File: config.mk
export PLATFORM = sky130hd
export DESIGN_NAME = cpu_hazard_scoreboard
export DESIGN_NICKNAME = d
export VERILOG_FILES = /design/src/rtl/cpu_hazard_scoreboard_pkg.sv /design/src/rtl/cpu_hazard_scoreboard_entry.sv /design/src/rtl/cpu_hazard_scoreboard.sv
export SDC_FILE = /design/constraint.sdc
export NUM_CORES = 1
export LEC_CHECK = 0
export ABC_AREA = 1
export ABC_CLOCK_PERIOD_IN_PS = 2600
export BUFFER_PORTS_ARGS = -buffer_cell sky130_fd_sc_hd__buf_4
export CAP_MARGIN = 20
export CORE_MARGIN = 2
export CORE_UTILIZATION = 64
export CTS_CLUSTER_SIZE = 20
export DETAILED_ROUTE_END_ITERATION = 10
export PLACE_DENSITY = 0.87
export SETUP_SLACK_MARGIN = 0.15
export SYNTH_ARGS = -nofsm -noshare
export SYNTH_HDL_FRONTEND = slang
export SYNTH_SLANG_ARGS = --single-unit
File: constraint.sdc
create_clock -name i_clock -period 2.6 [get_ports i_clock]
set_clock_uncertainty 0.15 [all_clocks]
set_input_delay 0.39 -clock i_clock [delete_from_list [all_inputs] [get_ports i_clock]]
set_output_delay 0.39 -clock i_clock [all_outputs]
set_load 0.005 [all_outputs]
File: src/rtl/cpu_hazard_scoreboard_pkg.sv
// Shared types for the hazard scoreboard and the decode/forward logic around it.
package cpu_hazard_scoreboard_pkg;

    localparam int SB_NUM_REGS = 32;
    localparam int SB_IDX_W    = 5;

    typedef logic [SB_IDX_W-1:0] reg_idx_t;

    // bit0 = rs1, bit1 = rs2, bit2 = rs3
    typedef logic [2:0] src_mask_t;

endpackage

File: src/rtl/cpu_hazard_scoreboard_entry.sv
// One per-register outstanding-write counter: saturating increment on issue,
// non-wrapping decrement on retire, synchronous clear on flush.
module cpu_hazard_scoreboard_entry #(
    parameter int COUNT_WIDTH = 2
) (
    input  logic i_clock,
    input  logic i_reset,
    input  logic i_flush,
    input  logic i_inc,
    input  logic i_dec,
    output logic o_nonzero,
    output logic o_full,
    output logic o_underflow_evt
);

    logic [COUNT_WIDTH-1:0] count_q;
    logic [COUNT_WIDTH-1:0] count_d;

    assign o_nonzero       = (count_q != '0);
    assign o_full          = (count_q == '1);
    // Simultaneous issue and retire cancel out, so only a lone retire can underflow.
    assign o_underflow_evt = i_dec && !i_inc && !o_nonzero;

    always_comb begin
        count_d = count_q;
        if (i_flush) begin
            count_d = '0;
        end else if (i_inc && !i_dec && !o_full) begin
            count_d = count_q + COUNT_WIDTH'(1);
        end else if (i_dec && !i_inc && o_nonzero) begin
            count_d = count_q - COUNT_WIDTH'(1);
        end
    end

    always_ff @(posedge i_clock or negedge i_reset) begin
        if (!i_reset) begin
            count_q <= '0;
        end else begin
            count_q <= count_d;
        end
    end

endmodule

File: src/rtl/cpu_hazard_scoreboard.sv
// Load-use hazard scoreboard: counts in-flight late register writes and stalls decode.
// Define CPU_SCOREBOARD_RS3_EN to let the third source operand participate in o_stall.
module cpu_hazard_scoreboard
    import cpu_hazard_scoreboard_pkg::*;
#(
    parameter int COUNT_WIDTH = 2
) (
    input  logic        i_clock,
    input  logic        i_reset,
    input  logic        i_flush,
    input  logic        i_issue_valid,
    input  logic [4:0]  i_issue_rd,
    output logic        o_issue_full,
    input  logic        i_retire_valid,
    input  logic [4:0]  i_retire_rd,
    input  logic [2:0]  i_have_rs,
    input  logic [4:0]  i_inst_rs1,
    input  logic [4:0]  i_inst_rs2,
    input  logic [4:0]  i_inst_rs3,
    output logic        o_stall,
    output logic        o_underflow,
    output logic [31:0] o_pending
);

    logic [SB_NUM_REGS-1:0] pend_vec;
    logic [SB_NUM_REGS-1:0] full_vec;
    logic [SB_NUM_REGS-1:0] evt_vec;
    logic                   underflow_q;
    logic                   underflow_d;

    // x0 is never written, so it never holds a reservation.
    assign pend_vec[0] = 1'b0;
    assign full_vec[0] = 1'b0;
    assign evt_vec[0]  = 1'b0;

    for (genvar r = 1; r < SB_NUM_REGS; r++) begin : g_entry
        cpu_hazard_scoreboard_entry #(
            .COUNT_WIDTH (COUNT_WIDTH)
        ) u_entry (
            .i_clock         (i_clock),
            .i_reset         (i_reset),
            .i_flush         (i_flush),
            .i_inc           (i_issue_valid  && (i_issue_rd  == reg_idx_t'(r))),
            .i_dec           (i_retire_valid && (i_retire_rd == reg_idx_t'(r))),
            .o_nonzero       (pend_vec[r]),
            .o_full          (full_vec[r]),
            .o_underflow_evt (evt_vec[r])
        );
    end

    function automatic logic src_hit(input logic used, input reg_idx_t rs,
                                     input logic [SB_NUM_REGS-1:0] pend);
        return used && pend[rs];
    endfunction

`ifdef CPU_SCOREBOARD_RS3_EN
    assign o_stall = src_hit(i_have_rs[0], i_inst_rs1, pend_vec)
                   | src_hit(i_have_rs[1], i_inst_rs2, pend_vec)
                   | src_hit(i_have_rs[2], i_inst_rs3, pend_vec);
`else
    logic unused_rs3;
    assign unused_rs3 = ^{i_inst_rs3, i_have_rs[2]};
    assign o_stall = src_hit(i_have_rs[0], i_inst_rs1, pend_vec)
                   | src_hit(i_have_rs[1], i_inst_rs2, pend_vec);
`endif

    assign o_issue_full = full_vec[i_issue_rd];
    assign o_pending    = pend_vec;

    // Sticky until reset; flush deliberately leaves it alone.
    assign underflow_d = underflow_q | (|evt_vec);
    assign o_underflow = underflow_q;

    always_ff @(posedge i_clock or negedge i_reset) begin
        if (!i_reset) begin
            underflow_q <= 1'b0;
        end else begin
            underflow_q <= underflow_d;
        end
    end

endmodule

; Word level (Yosys, flattened, before mapping)
; Cells that the tools add are included.
[totals]
register_bits = 63
latch_bits = 0
ram_bits = 0
mem_bits_ro = 0
input_bits = 33
output_inout_bits = 35
wordCells = 697
memories = 0
[op_classes]
add_sub_neg = 62
multipliers = 0
n_div = 0
magnitude_cmp = 3
eq_ne = 93
n_shift = 0
n_mux = 99
bitwise_logic = 2
n_reduce_logical = 406
[op_table]
columns = operator, count
row1 = logical AND 1 bit, 219
row2 = two-way mux 2 bit, 93
row3 = "== test 5 bit, second input constant", 32
row4 = zero test 1 bit, 124
row5 = nonzero test 3 bit, 31
row6 = "== test 5 x 4 -> 1 bit, second input constant", 16
row7 = "adder 2 x 1 -> 2 bit, second input constant", 31
row8 = "== test 2 bit, second input constant", 31
row9 = nonzero test 2 bit, 31
row10 = "subtractor 2 x 1 -> 2 bit, second input constant", 31
row11 = "== test 5 x 3 -> 1 bit, second input constant", 8
row12 = OR reduction 31 bit, 1
row13 = "== test 5 x 2 -> 1 bit, second input constant", 4
row14 = "< comparator 5 x 6 -> 1 bit, second input constant", 3
row15 = binary-select mux 1 bit (select 5 bit), 3
row16 = "== test 5 x 1 -> 1 bit, second input constant", 2
row17 = two-way mux 1 bit, 3
row18 = OR 1 bit, 2

; Depth between registers and ports, before layout
[depth]
ltp_word = 8
depth_mapped = 12
depth_no_buf = 12

; By module
; From an unflattened synthesis, not the netlist that was laid out.
[hier_totals]
hier_cells = 1169
area_unflattened_um2 = 6884.1
[modules_own_cells]
columns = module, instances, cells_each, area_each_um2, seq_area_each_um2
row1 = cpu_hazard_scoreboard_entry, 31, 26, 170.2, 50.0
row2 = cpu_hazard_scoreboard, 1, 363, 1609.0, 25.0

; Worst setup path after synthesis
; No wires, ideal clock.
[synth_timing]
kind = input port to output port
startpoint = in i_inst_rs1[0]
endpoint = out o_stall
arrival_time_ns = 1.358
t_required_ns = 2.060
slack_ns = 0.702
path_stages = 11
path_buffers = 2
path_cell_list = clkbuf_1 > inv_1 > buf_2 > nand2_1 > nand3_1 > nand3_1 > nand3_1 > nand2_1 > nand2_1 > nand3_1 > nand2_1
[synth_between]
elab_chain_len = 4
[synth_rtl]
columns = element, line
row1 = from (decl), cpu_hazard_scoreboard.sv:17  ; input logic [4:0] i_inst_rs1,
row2 = binary-select mux 1 bit (select 5 bit), cpu_hazard_scoreboard.sv:53  ; return used && pend[rs];
row3 = two-way mux 1 bit (implied by the code), cpu_hazard_scoreboard.sv:53
row4 = logical AND 1 bit, cpu_hazard_scoreboard.sv:53
row5 = OR 1 bit, cpu_hazard_scoreboard.sv:64  ; | src_hit(i_have_rs[1], i_inst_rs2, pend_vec);
row6 = to (decl), cpu_hazard_scoreboard.sv:20  ; output logic o_stall,
; Every way passes these cells. The select of a mux whose other input is x is not followed.

; Worst setup path in the final report
[layout_timing]
startpoint = in i_issue_rd[2]
endpoint = out o_issue_full
[layout_between]
elab_chain_len = 2
[layout_rtl]
columns = element, line
row1 = from (decl), cpu_hazard_scoreboard.sv:12  ; input logic [4:0] i_issue_rd,
row2 = binary-select mux 1 bit (select 5 bit), cpu_hazard_scoreboard.sv:67  ; assign o_issue_full = full_vec[i_issue_rd];
row3 = two-way mux 1 bit (implied by the code), cpu_hazard_scoreboard.sv:67
row4 = to (decl), cpu_hazard_scoreboard.sv:13  ; output logic o_issue_full,
; Every way passes these cells. The select of a mux whose other input is x is not followed.

==> flow_summary.yaml <==
timing:
  rsz0062_at_grt: "false"
  final_hold_viol_count: 27
  slew-limit-headroom: 0.4328
  period_share: 0.9217
  finalHoldWorstSlack_ps: -15.76
  post-route-min-period_ps: 2396
  slew_viol_final: 0
  fmax_ghz: 0.4173
  finalSetupViolCount: 0
  setup_tns_ps: 0
  worst_slew_pin_slew_ps: 850.8
  fin_ws_ps: 203.5
routing:
  drtAntennaViolNets: 0
  via_per_inst: 6.348
  dr.first_iter.drc_count: 765
  wl_per_cell_um: 17.66
  drcViolationCount: 0
  first_pass_iters: 6
  routed_wl_um: 18780
  vias: 6748
outcome:
  status: "finished with violations"
  violations: "hold timing"
power_and_ir_drop:
  intPower_mw: 1.851
  p_comb_frac: 0.361
  clockPowerShare: 0.255
  p_leak_nw: 2.881
  powerDensity_nw_per_um2: 521.9
  peakVddDrop_v: 0.0003197
  p_sw_mw: 1.311
  finalPower_mw: 3.162
  swShare: 0.4146
  pwr-share-seq: 0.383
layout:
  drive_gt1_frac: 0.1127
  layout_common_cells: "283 x nand2_1, 178 x nand3_1, 110 x nor2_1"
  design_area_sq_um: 6058
  layout.nets: 986
  post-route-util: 0.7300
  n_fill_cell: 689
  layout_commonest_cell: "nand2_1"
  diodes: 0
  area_growth_pct: 9.846
  layout.cells.non_filler: 1063
worst_setup_path:
  arrival_ps: 1860
  path_class: "input pin to primary output"
  cp_num_buf_inv: 2
  startpoint_type: "input pin"
  slowest_delay_ps: 430
  crit_required_ps: 2060
  crit_path_top_delay_cell: "nor2_1"
  critical_path.cell_chain: "buf_4 > nor2_1 > nand2_1 > o22ai_1 > nor2_1 > nand4_1 > o21a_1 > buf_4"
  cp_top_family: "simple AND/OR/NAND/NOR gates"
  setup.worst_path.end_class: "primary output"
  path_max_fanout: 6
logic_synthesis:
  synth_xor_area_frac: 0
  synth_cells: 926
  yosys_warnings: 0
  synth_compound_area_frac: 0.1518
  synth_seq_cells: 63
  synth-simple-area-share: 0.4401
  synth_top_family_by_area: "simple AND/OR/NAND/NOR gates"
  synth.avg_cell_area_sq_um: 5.956
  synthMuxAreaShare: 0.001815
  synthDistinctLibCells: 23
  syn_nets: 959
  synthAdderAreaFrac: 0
  seq_area_frac_synth: 0.2858
  syn-cell-area_sq_um: 5515
floorplanning:
  start_util: 0.6646
  dieHeight_um: 96.83
  design.core.area_sq_um: 8299
  dieArea_sq_um: 9376
  num_rows: 33
  ios: 68
  die_w_um: 96.83
place:
  pre_cts_slack_ps: 298.0
  hpwl_um: 14040
  place_area_sq_um: 5847
  portBuffers: 60
  placed_cells: 1047
  gp_congestion: 1.006
clock_tree:
  cts_tree: "yes"
  cts_made_buffers: 9
  cts_root_buffer: "clkbuf_8"
  insertion_delay_ps: 360
  clockBufferDepth: 2
  clk_pin_slew_ps: 80
  clkSinkCount: 63
  cts_htree_levels: 3
  postCtsSetupBuffers: 0
global_routing:
  grt-ovfl-total: 0
  grt_max_degree: 81
  antenna_found_initial: 0
  grt_pass1_vias: 5920
  grt_pass1_wl_um: 29680
  grt_use_total: 0.3932
worst_hold_path:
  worstHoldPathType: "input pin to asynchronous set/reset pin"
run:
  drv_cap: 0
-- sequential cells by signal, indices dropped and copies added, names as in the netlist --
register / count
g_entry.u_entry.count_q: 62
o_underflow: 1
-- final timing paths --
path	start	depth (start not counted)	endpoint	slack [ps]
setup / recovery	i_issue_rd[2]	8	o_issue_full	200
hold / removal	i_reset	1	g_entry[31].u_entry.count_q[0]	-20
setup reg to reg	g_entry[1].u_entry.count_q[0]	6	g_entry[1].u_entry.count_q[0]	1020
hold reg to reg	g_entry[31].u_entry.count_q[0]	1	g_entry[31].u_entry.count_q[0]	380
max in group asynchronous	i_reset	1	g_entry[4].u_entry.count_q[0]	1750
min in group i_clock	i_flush	3	g_entry[22].u_entry.count_q[0]	290
-- cell families (layout without fill, tap and decap cells) --
| family | Yosys count | count (layout) |
|---|---|---|
| and+or+nand+nor | 586 | 586 |
| AOI/OAI and AO/OA | 134 | 134 |
| DFF | 63 | 63 |
| muxes | 1 | 1 |
| buffers and inverters | 141 | 173 |
| other | 1 | 1 |
-- power by group through the flow --
| stage | registers (mW) | clock network (mW) | logic, mW |
|---|---|---|---|
| detailed placement | 1.22 | 0 | 1.08 |
| floorplan | 1.20 | 0 | 0.781 |
| global placement | 1.21 | 0 | 1.04 |
| global route | 1.23 | 0.844 | 1.25 |
| CTS | 1.20 | 0.801 | 1.09 |
| finish | 1.21 | 0.807 | 1.14 |
-- Yosys cell counts --
library cell,count,area share
dfrtp_1,63,0.29
nand4_1,1,0.0011
o22ai_1,18,0.020
a31oi_1,1,0.0011
nor2_1,118,0.080
o211ai_2,3,0.0068
o21a_1,12,0.016
nand3_1,178,0.16
nand2_1,288,0.20
conb_1,1,0.00068
buf_4,32,0.044
mux2i_1,1,0.0018
a21oi_1,14,0.013
clkbuf_1,9,0.0061
a21o_1,1,0.0014
o2111ai_1,16,0.025
nor2_2,1,0.0011
inv_1,87,0.059
buf_1,3,0.0020
buf_2,9,0.0082
inv_2,1,0.00068
o211ai_1,11,0.015
o21ai_0,58,0.053
-- area by class of cell --
class | instances | area (sq um) | area share
clock buffer | 9 | 123.9 | 0.02045
sequential | 63 | 1577 | 0.2602
multi-input combinational | 722 | 3316 | 0.5473
clock inverter | 7 | 50.05 | 0.008261
timing repair buffer | 69 | 530.5 | 0.08757
tap | 105 | 131.4 | 0.02169
inverter | 88 | 330.3 | 0.05452
-- repair_timing --
action	4_1_cts	5_1_grt
gates resized for setup	2	17
hold buffers	0	0
pin swaps	0	0
setup endpoints to repair	1	1
hold endpoints to repair	0	0
-- metal layers --
layer / share of wire / track usage / vias to the layer above
met5: 0 / 0 / -
met4: 0.051 / 0.1701 / 0
met3: 0.13 / 0.07442 / 95
met2: 0.44 / 0.6271 / 514
met1: 0.38 / 0.5220 / 3036
li1: - / - / 3103
No activity file was read; power rests on OpenSTA's default activity.
